===== config.mk =====
export PLATFORM = sky130hd
export DESIGN_NAME = mips_multicycle_control
export DESIGN_NICKNAME = d
export VERILOG_FILES = /design/src/rtl/mips_multicycle_control.sv
export SDC_FILE = /design/constraint.sdc
export NUM_CORES = 1
export LEC_CHECK = 0
export CAP_MARGIN = 0
export CORE_ASPECT_RATIO = 1.4
export CORE_MARGIN = 1
export CORE_UTILIZATION = 44
export DETAILED_ROUTE_END_ITERATION = 8
export PLACE_DENSITY = 0.89
export SLEW_MARGIN = 20
export SYNTH_ARGS = -nofsm -noshare
export SYNTH_HDL_FRONTEND = slang
export SYNTH_SLANG_ARGS = --single-unit

===== constraint.sdc =====
create_clock -name clk_i -period 2.4 [get_ports clk_i]
set_clock_uncertainty 0.1 [all_clocks]
set_input_delay 0.48 -clock clk_i [delete_from_list [all_inputs] [get_ports clk_i]]
set_output_delay 0.48 -clock clk_i [all_outputs]
set_load 0.1 [all_outputs]

===== src/rtl/mips_multicycle_control.sv =====
// Multicycle MIPS control FSM: sequences the shared datapath for R-type, LW, SW, BEQ, ADDI and J,
// stalls on the memory ready handshake and counts retired instructions.
module mips_multicycle_control #(
    parameter int CNT_W = 32
) (
    input  logic             clk_i,
    input  logic             reset_i,
    input  logic [31:0]      instrucao_i,
    input  logic             mem_ready_i,
    output logic             PCWrite_o,
    output logic             PCWriteCond_o,
    output logic             IorD_o,
    output logic             MemRead_o,
    output logic             MemWrite_o,
    output logic             MemtoReg_o,
    output logic             IRWrite_o,
    output logic             RegWrite_o,
    output logic             RegDst_o,
    output logic             ALUSrcA_o,
    output logic [1:0]       ALUSrcB_o,
    output logic [1:0]       ALUOp_o,
    output logic [1:0]       PCSource_o,
    output logic [3:0]       state_o,
    output logic             instr_done_o,
    output logic             illegal_o,
    output logic [CNT_W-1:0] instr_count_o
);
    // state    | meaning
    // FETCH    | read instruction, PC <= PC+4 when memory is ready
    // DECODE   | latch opcode, branch target into ALUOut
    // MEMADR   | effective address for LW/SW
    // MEMRD    | load data read, waits for mem_ready
    // MEMWB    | load data written to rt
    // MEMWR    | store write, waits for mem_ready
    // EXEC     | R-type ALU operation
    // RTYPE_WB | ALU result written to rd
    // BRANCH   | BEQ compare and conditional PC update
    // JUMP     | PC <= jump target
    // ADDI_EX  | rs + sign-extended immediate
    // ADDI_WB  | ALU result written to rt
    typedef enum logic [3:0] {
        FETCH    = 4'd0,
        DECODE   = 4'd1,
        MEMADR   = 4'd2,
        MEMRD    = 4'd3,
        MEMWB    = 4'd4,
        MEMWR    = 4'd5,
        EXEC     = 4'd6,
        RTYPE_WB = 4'd7,
        BRANCH   = 4'd8,
        JUMP     = 4'd9,
        ADDI_EX  = 4'd10,
        ADDI_WB  = 4'd11
    } state_e;

    localparam logic [5:0] OP_RTYPE = 6'b000000;
    localparam logic [5:0] OP_LW    = 6'b100011;
    localparam logic [5:0] OP_SW    = 6'b101011;
    localparam logic [5:0] OP_BEQ   = 6'b000100;
    localparam logic [5:0] OP_ADDI  = 6'b001000;
    localparam logic [5:0] OP_J     = 6'b000010;

    state_e           state_q, state_d;
    logic [5:0]       opcode_q, opcode_d;
    logic [CNT_W-1:0] count_q;

    logic unused_instr_bits;
    assign unused_instr_bits = ^instrucao_i[25:0];

    always_ff @(posedge clk_i) begin
        if (reset_i) begin
            state_q  <= FETCH;
            opcode_q <= '0;
            count_q  <= '0;
        end else begin
            state_q  <= state_d;
            opcode_q <= opcode_d;
            if (instr_done_o) count_q <= count_q + CNT_W'(1);
        end
    end

    always_comb begin
        state_d       = state_q;
        opcode_d      = opcode_q;
        PCWrite_o     = 1'b0;
        PCWriteCond_o = 1'b0;
        IorD_o        = 1'b0;
        MemRead_o     = 1'b0;
        MemWrite_o    = 1'b0;
        MemtoReg_o    = 1'b0;
        IRWrite_o     = 1'b0;
        RegWrite_o    = 1'b0;
        RegDst_o      = 1'b0;
        ALUSrcA_o     = 1'b0;
        ALUSrcB_o     = 2'b00;
        ALUOp_o       = 2'b00;
        PCSource_o    = 2'b00;
        instr_done_o  = 1'b0;
        illegal_o     = 1'b0;
        case (state_q)
            FETCH: begin
                MemRead_o = 1'b1;
                ALUSrcB_o = 2'b01;
                IRWrite_o = mem_ready_i;
                PCWrite_o = mem_ready_i;
                if (mem_ready_i) state_d = DECODE;
            end
            DECODE: begin
                ALUSrcB_o = 2'b11;
                opcode_d  = instrucao_i[31:26];
                case (instrucao_i[31:26])
                    OP_LW, OP_SW: state_d = MEMADR;
                    OP_RTYPE:     state_d = EXEC;
                    OP_BEQ:       state_d = BRANCH;
                    OP_ADDI:      state_d = ADDI_EX;
                    OP_J:         state_d = JUMP;
                    default: begin
                        state_d   = FETCH;
                        illegal_o = 1'b1;
                    end
                endcase
            end
            MEMADR, ADDI_EX: begin
                ALUSrcA_o = 1'b1;
                ALUSrcB_o = 2'b10;
                if (state_q == ADDI_EX)     state_d = ADDI_WB;
                else if (opcode_q == OP_SW) state_d = MEMWR;
                else                        state_d = MEMRD;
            end
            MEMRD: begin
                MemRead_o = 1'b1;
                IorD_o    = 1'b1;
                if (mem_ready_i) state_d = MEMWB;
            end
            MEMWB: begin
                RegWrite_o   = 1'b1;
                MemtoReg_o   = 1'b1;
                instr_done_o = 1'b1;
                state_d      = FETCH;
            end
            MEMWR: begin
                MemWrite_o   = 1'b1;
                IorD_o       = 1'b1;
                instr_done_o = mem_ready_i;
                if (mem_ready_i) state_d = FETCH;
            end
            EXEC: begin
                ALUSrcA_o = 1'b1;
                ALUOp_o   = 2'b10;
                state_d   = RTYPE_WB;
            end
            RTYPE_WB: begin
                RegWrite_o   = 1'b1;
                RegDst_o     = 1'b1;
                instr_done_o = 1'b1;
                state_d      = FETCH;
            end
            ADDI_WB: begin
                RegWrite_o   = 1'b1;
                instr_done_o = 1'b1;
                state_d      = FETCH;
            end
            BRANCH: begin
                ALUSrcA_o     = 1'b1;
                ALUOp_o       = 2'b01;
                PCWriteCond_o = 1'b1;
                PCSource_o    = 2'b01;
                instr_done_o  = 1'b1;
                state_d       = FETCH;
            end
            JUMP: begin
                PCWrite_o    = 1'b1;
                PCSource_o   = 2'b10;
                instr_done_o = 1'b1;
                state_d      = FETCH;
            end
            default: state_d = FETCH;
        endcase
        // Strobes must never fire while reset is held, even mid-instruction.
        if (reset_i) begin
            PCWrite_o     = 1'b0;
            PCWriteCond_o = 1'b0;
            IRWrite_o     = 1'b0;
            RegWrite_o    = 1'b0;
            MemRead_o     = 1'b0;
            MemWrite_o    = 1'b0;
            instr_done_o  = 1'b0;
            illegal_o     = 1'b0;
        end
    end

    assign state_o       = state_q;
    assign instr_count_o = count_q;

endmodule


==> flow_metrics.env <==
export IMPL_drt_vias_per_instance=5.70
export IMPL_p_per_area_nw_per_um2=401
export IMPL_clkLatencyLatePin_ns=0.30
export IMPL_synthDistinctLibCells=45
export IMPL_final_layout_size_suffix_gt1_share_pct=39.8
export IMPL_yosysMostFrequentCell="dfxtp_1"
export IMPL_p_leak_uw=0.00131
export IMPL_io_pins=89
export IMPL_root_buffer="clkbuf_8"
export IMPL_antenna_cells=0
export IMPL_min_path_type="register to register"
export IMPL_fill_cells=343
export IMPL_synth_common_cells="42 x dfxtp_1, 33 x nor2_1, 27 x nand2_1"
export IMPL_antenna_found_initial=0
export IMPL_path_class="input pin to output port"
export IMPL_fin_cells=426
export IMPL_worst_setup_path_end_kind="output port"
export IMPL_setup_tns_ns=0
export IMPL_reg2reg_depth=5
export IMPL_core_um2=4920
export IMPL_cts_tree="yes"
export IMPL_routedWlPerCell_um=14.5
export IMPL_crit_slowest_cell="clkdlybuf4s50_1"
export IMPL_std_cell_rows=30
export IMPL_clock_path_buffers=2
export IMPL_syn2layout_area_growth_pct=53.7
export IMPL_antenna_left=0
export IMPL_synth_area_leader_cell="dfxtp_1"
export IMPL_synth_top_cell_area_share_pct=37.0
export IMPL_rsz0062_at_grt="false"
export IMPL_io_buffers=62
export IMPL_drc_errors=0
export IMPL_place_congestion=0.815
export IMPL_grt_pass1_wl_um=9840
export IMPL_ys_ff_latch=42
export IMPL_setup_viol=0
export IMPL_fmax_mhz=425
export IMPL_cts_max_level=2
export IMPL_peakVddDrop_uv=382
export IMPL_synth_seq_area_share_pct=37.0
export IMPL_synthCells=285
export IMPL_dp_cells=416
export IMPL_cts_made_buffers=5
export IMPL_synth_fp_nets=321
export IMPL_slew_headroom_pct=57.2
export IMPL_cp_arrival_ns=1.78
export IMPL_required_ns=1.82
export IMPL_synth_edf_count=0
export IMPL_crit_chain="clkdlybuf4s50_1 -> and3_1 -> o21ai_1 -> nand2_1 -> nor3_4 -> buf_12"
export IMPL_path_clk_slew_ns=0.08
export IMPL_die_w_um=62.8
export IMPL_die_area_um2=5460
export IMPL_worstHoldPathCells=2
export IMPL_yosysWarnings=0
export IMPL_ys_flop_type="dfxtp_1"
export IMPL_grt_pass1_vias=2125
export IMPL_crit_fanout=4
export IMPL_start_util_pct=46.2
export IMPL_routed_wl_um=6190
export IMPL_finalNetCount=397
export IMPL_synth_area_leaders="dfxtp_1 37%, xor2_1 7.3%, nor2_1 5.4%"
export IMPL_drv_slew=0
export IMPL_drtIter0Drc=134
export IMPL_tightestPinTransition_ns=0.637
export IMPL_hpwl_um=4600
export IMPL_grt_overflow=0
export IMPL_avgSynthCellArea_um2=7.98
export IMPL_hold_viol=0
export IMPL_syn_area_um2=2270
export IMPL_numClockSinks=42
export IMPL_status="finished clean"
export IMPL_grt_total_usage_pct=22.7
export IMPL_start_kind="input pin"
export IMPL_vias=2430
export IMPL_post_route_min_period_ns=2.36
export IMPL_cap_violations=0
export IMPL_cts_hold_buffers=0
export IMPL_min_period_over_period_pct=98.1
export IMPL_cpPeakStageDelay_ns=0.47
export IMPL_grt_max_degree=29
export IMPL_die_h_um=87.1
export IMPL_async_flop_share_pct=0
export IMPL_firstDrtPassIters=4
==> flip-flops by register name (all words and copies together) (netlist names) <==
| name | cells |
|---|---|
| instr_count_o | 32 |
| state_o | 4 |
| opcode_q | 6 |
==> worst max-delay path, delay by kind of cell <==
family	cells	cell delay [ns]
buffers and inverters	2	0.67
and+or+nand+nor	3	0.48
AOI/OAI and AO/OA	1	0.14
==> path summary, 6_finish.rpt <==
kind	slack, ns	to	startpoint
max	0.04	illegal_o	instrucao_i[31]
min	0.36	opcode_q[4]	opcode_q[4]
max reg2reg	0.25	instr_count_o[27]	instr_count_o[10]
min reg2reg	0.36	opcode_q[4]	opcode_q[4]
==> timing repair <==
action,in CTS,in global routing
pin swaps,1,3
buffers inserted,2,0
resized for setup,2,4
cloned,0,0
endpoints found under the setup margin,3,1
==> routing by layer <==
metal | routed length (µm) | share of wire [%] | GRT usage [%]
met1 | 2380 | 38 | 23.9
met2 | 3420 | 55 | 44.0
met3 | 280 | 4.5 | 4.19
met4 | 115 | 1.9 | 9.09
met5 | 0 | 0 | 0
==> per-stage QoR <==
stage               worst slack, ns  hold WS [ns]  utilization [%]  area, µm²  power, µW
finish                       0.0448         0.358             71.0       3490       1400
global route                0.00248         0.388             71.0       3490       1450
CTS                         -0.0706         0.361             70.8       3480       1410
detailed placement           -0.141         0.349             68.7       3380        940
global placement             -0.109         0.339             68.7       3380        937
floorplan                    -0.295         0.331                -       2560        864
==> cell usage in the layout (no fill, tap or decap), types with 4 or more instances in the layout <==
master    synthesis  layout
nand2b_1          8       7
o31ai_1           5       5
or4_1             6       6
inv_1             6       6
xor2_1           19      19
clkbuf_8          0       6
nand2_1          27      26
dfxtp_2           0      25
dfxtp_4           0       4
nand4_1          16      16
buf_4             0      60
o21ai_0          10       9
buf_12            0      17
a21oi_1          21      19
nand3_1          10      10
or3_1             6       5
nor2_1           33      29
nor3_4            0       7
dfxtp_1          42      13
nor3_1           13       6
==> kinds of logic (layout without fill, tap and decap cells) <==
| logic type | after synthesis | count (layout) | share of synthesized area (%) |
|---|---|---|---|
| adders and majority gates | 1 | 1 | 0.550 |
| DFF | 42 | 42 | 37.0 |
| xor gates and xnor gates | 21 | 21 | 8.09 |
| buffers and inverters | 22 | 99 | 3.96 |
| and+or+nand+nor | 148 | 148 | 36.4 |
| muxes | 1 | 1 | 0.440 |
| AOI/OAI and AO/OA | 50 | 50 | 13.5 |
==> layout make-up <==
class | instances | area, µm² | area share [%]
Multi-Input combinational cell | 221 | 1540 | 44.2
Clock buffer | 7 | 86.3 | 2.47
Inverter | 6 | 22.5 | 0.645
Clock inverter | 1 | 5.00 | 0.143
Tap cell | 64 | 80.1 | 2.29
Sequential cell | 42 | 887 | 25.4
Timing Repair Buffer | 85 | 868 | 24.9
==> report_power, final <==
| part | leakage [µW] | internal [µW] | switching (µW) |
|---|---|---|---|
| logic | 0.000905 | 79.7 | 132 |
| clock network | 0.0000482 | 232 | 245 |
| registers | 0.000355 | 699 | 13.7 |
| total | 0.00131 | 1010 | 391 |
Power figures use the tool's default switching activity.
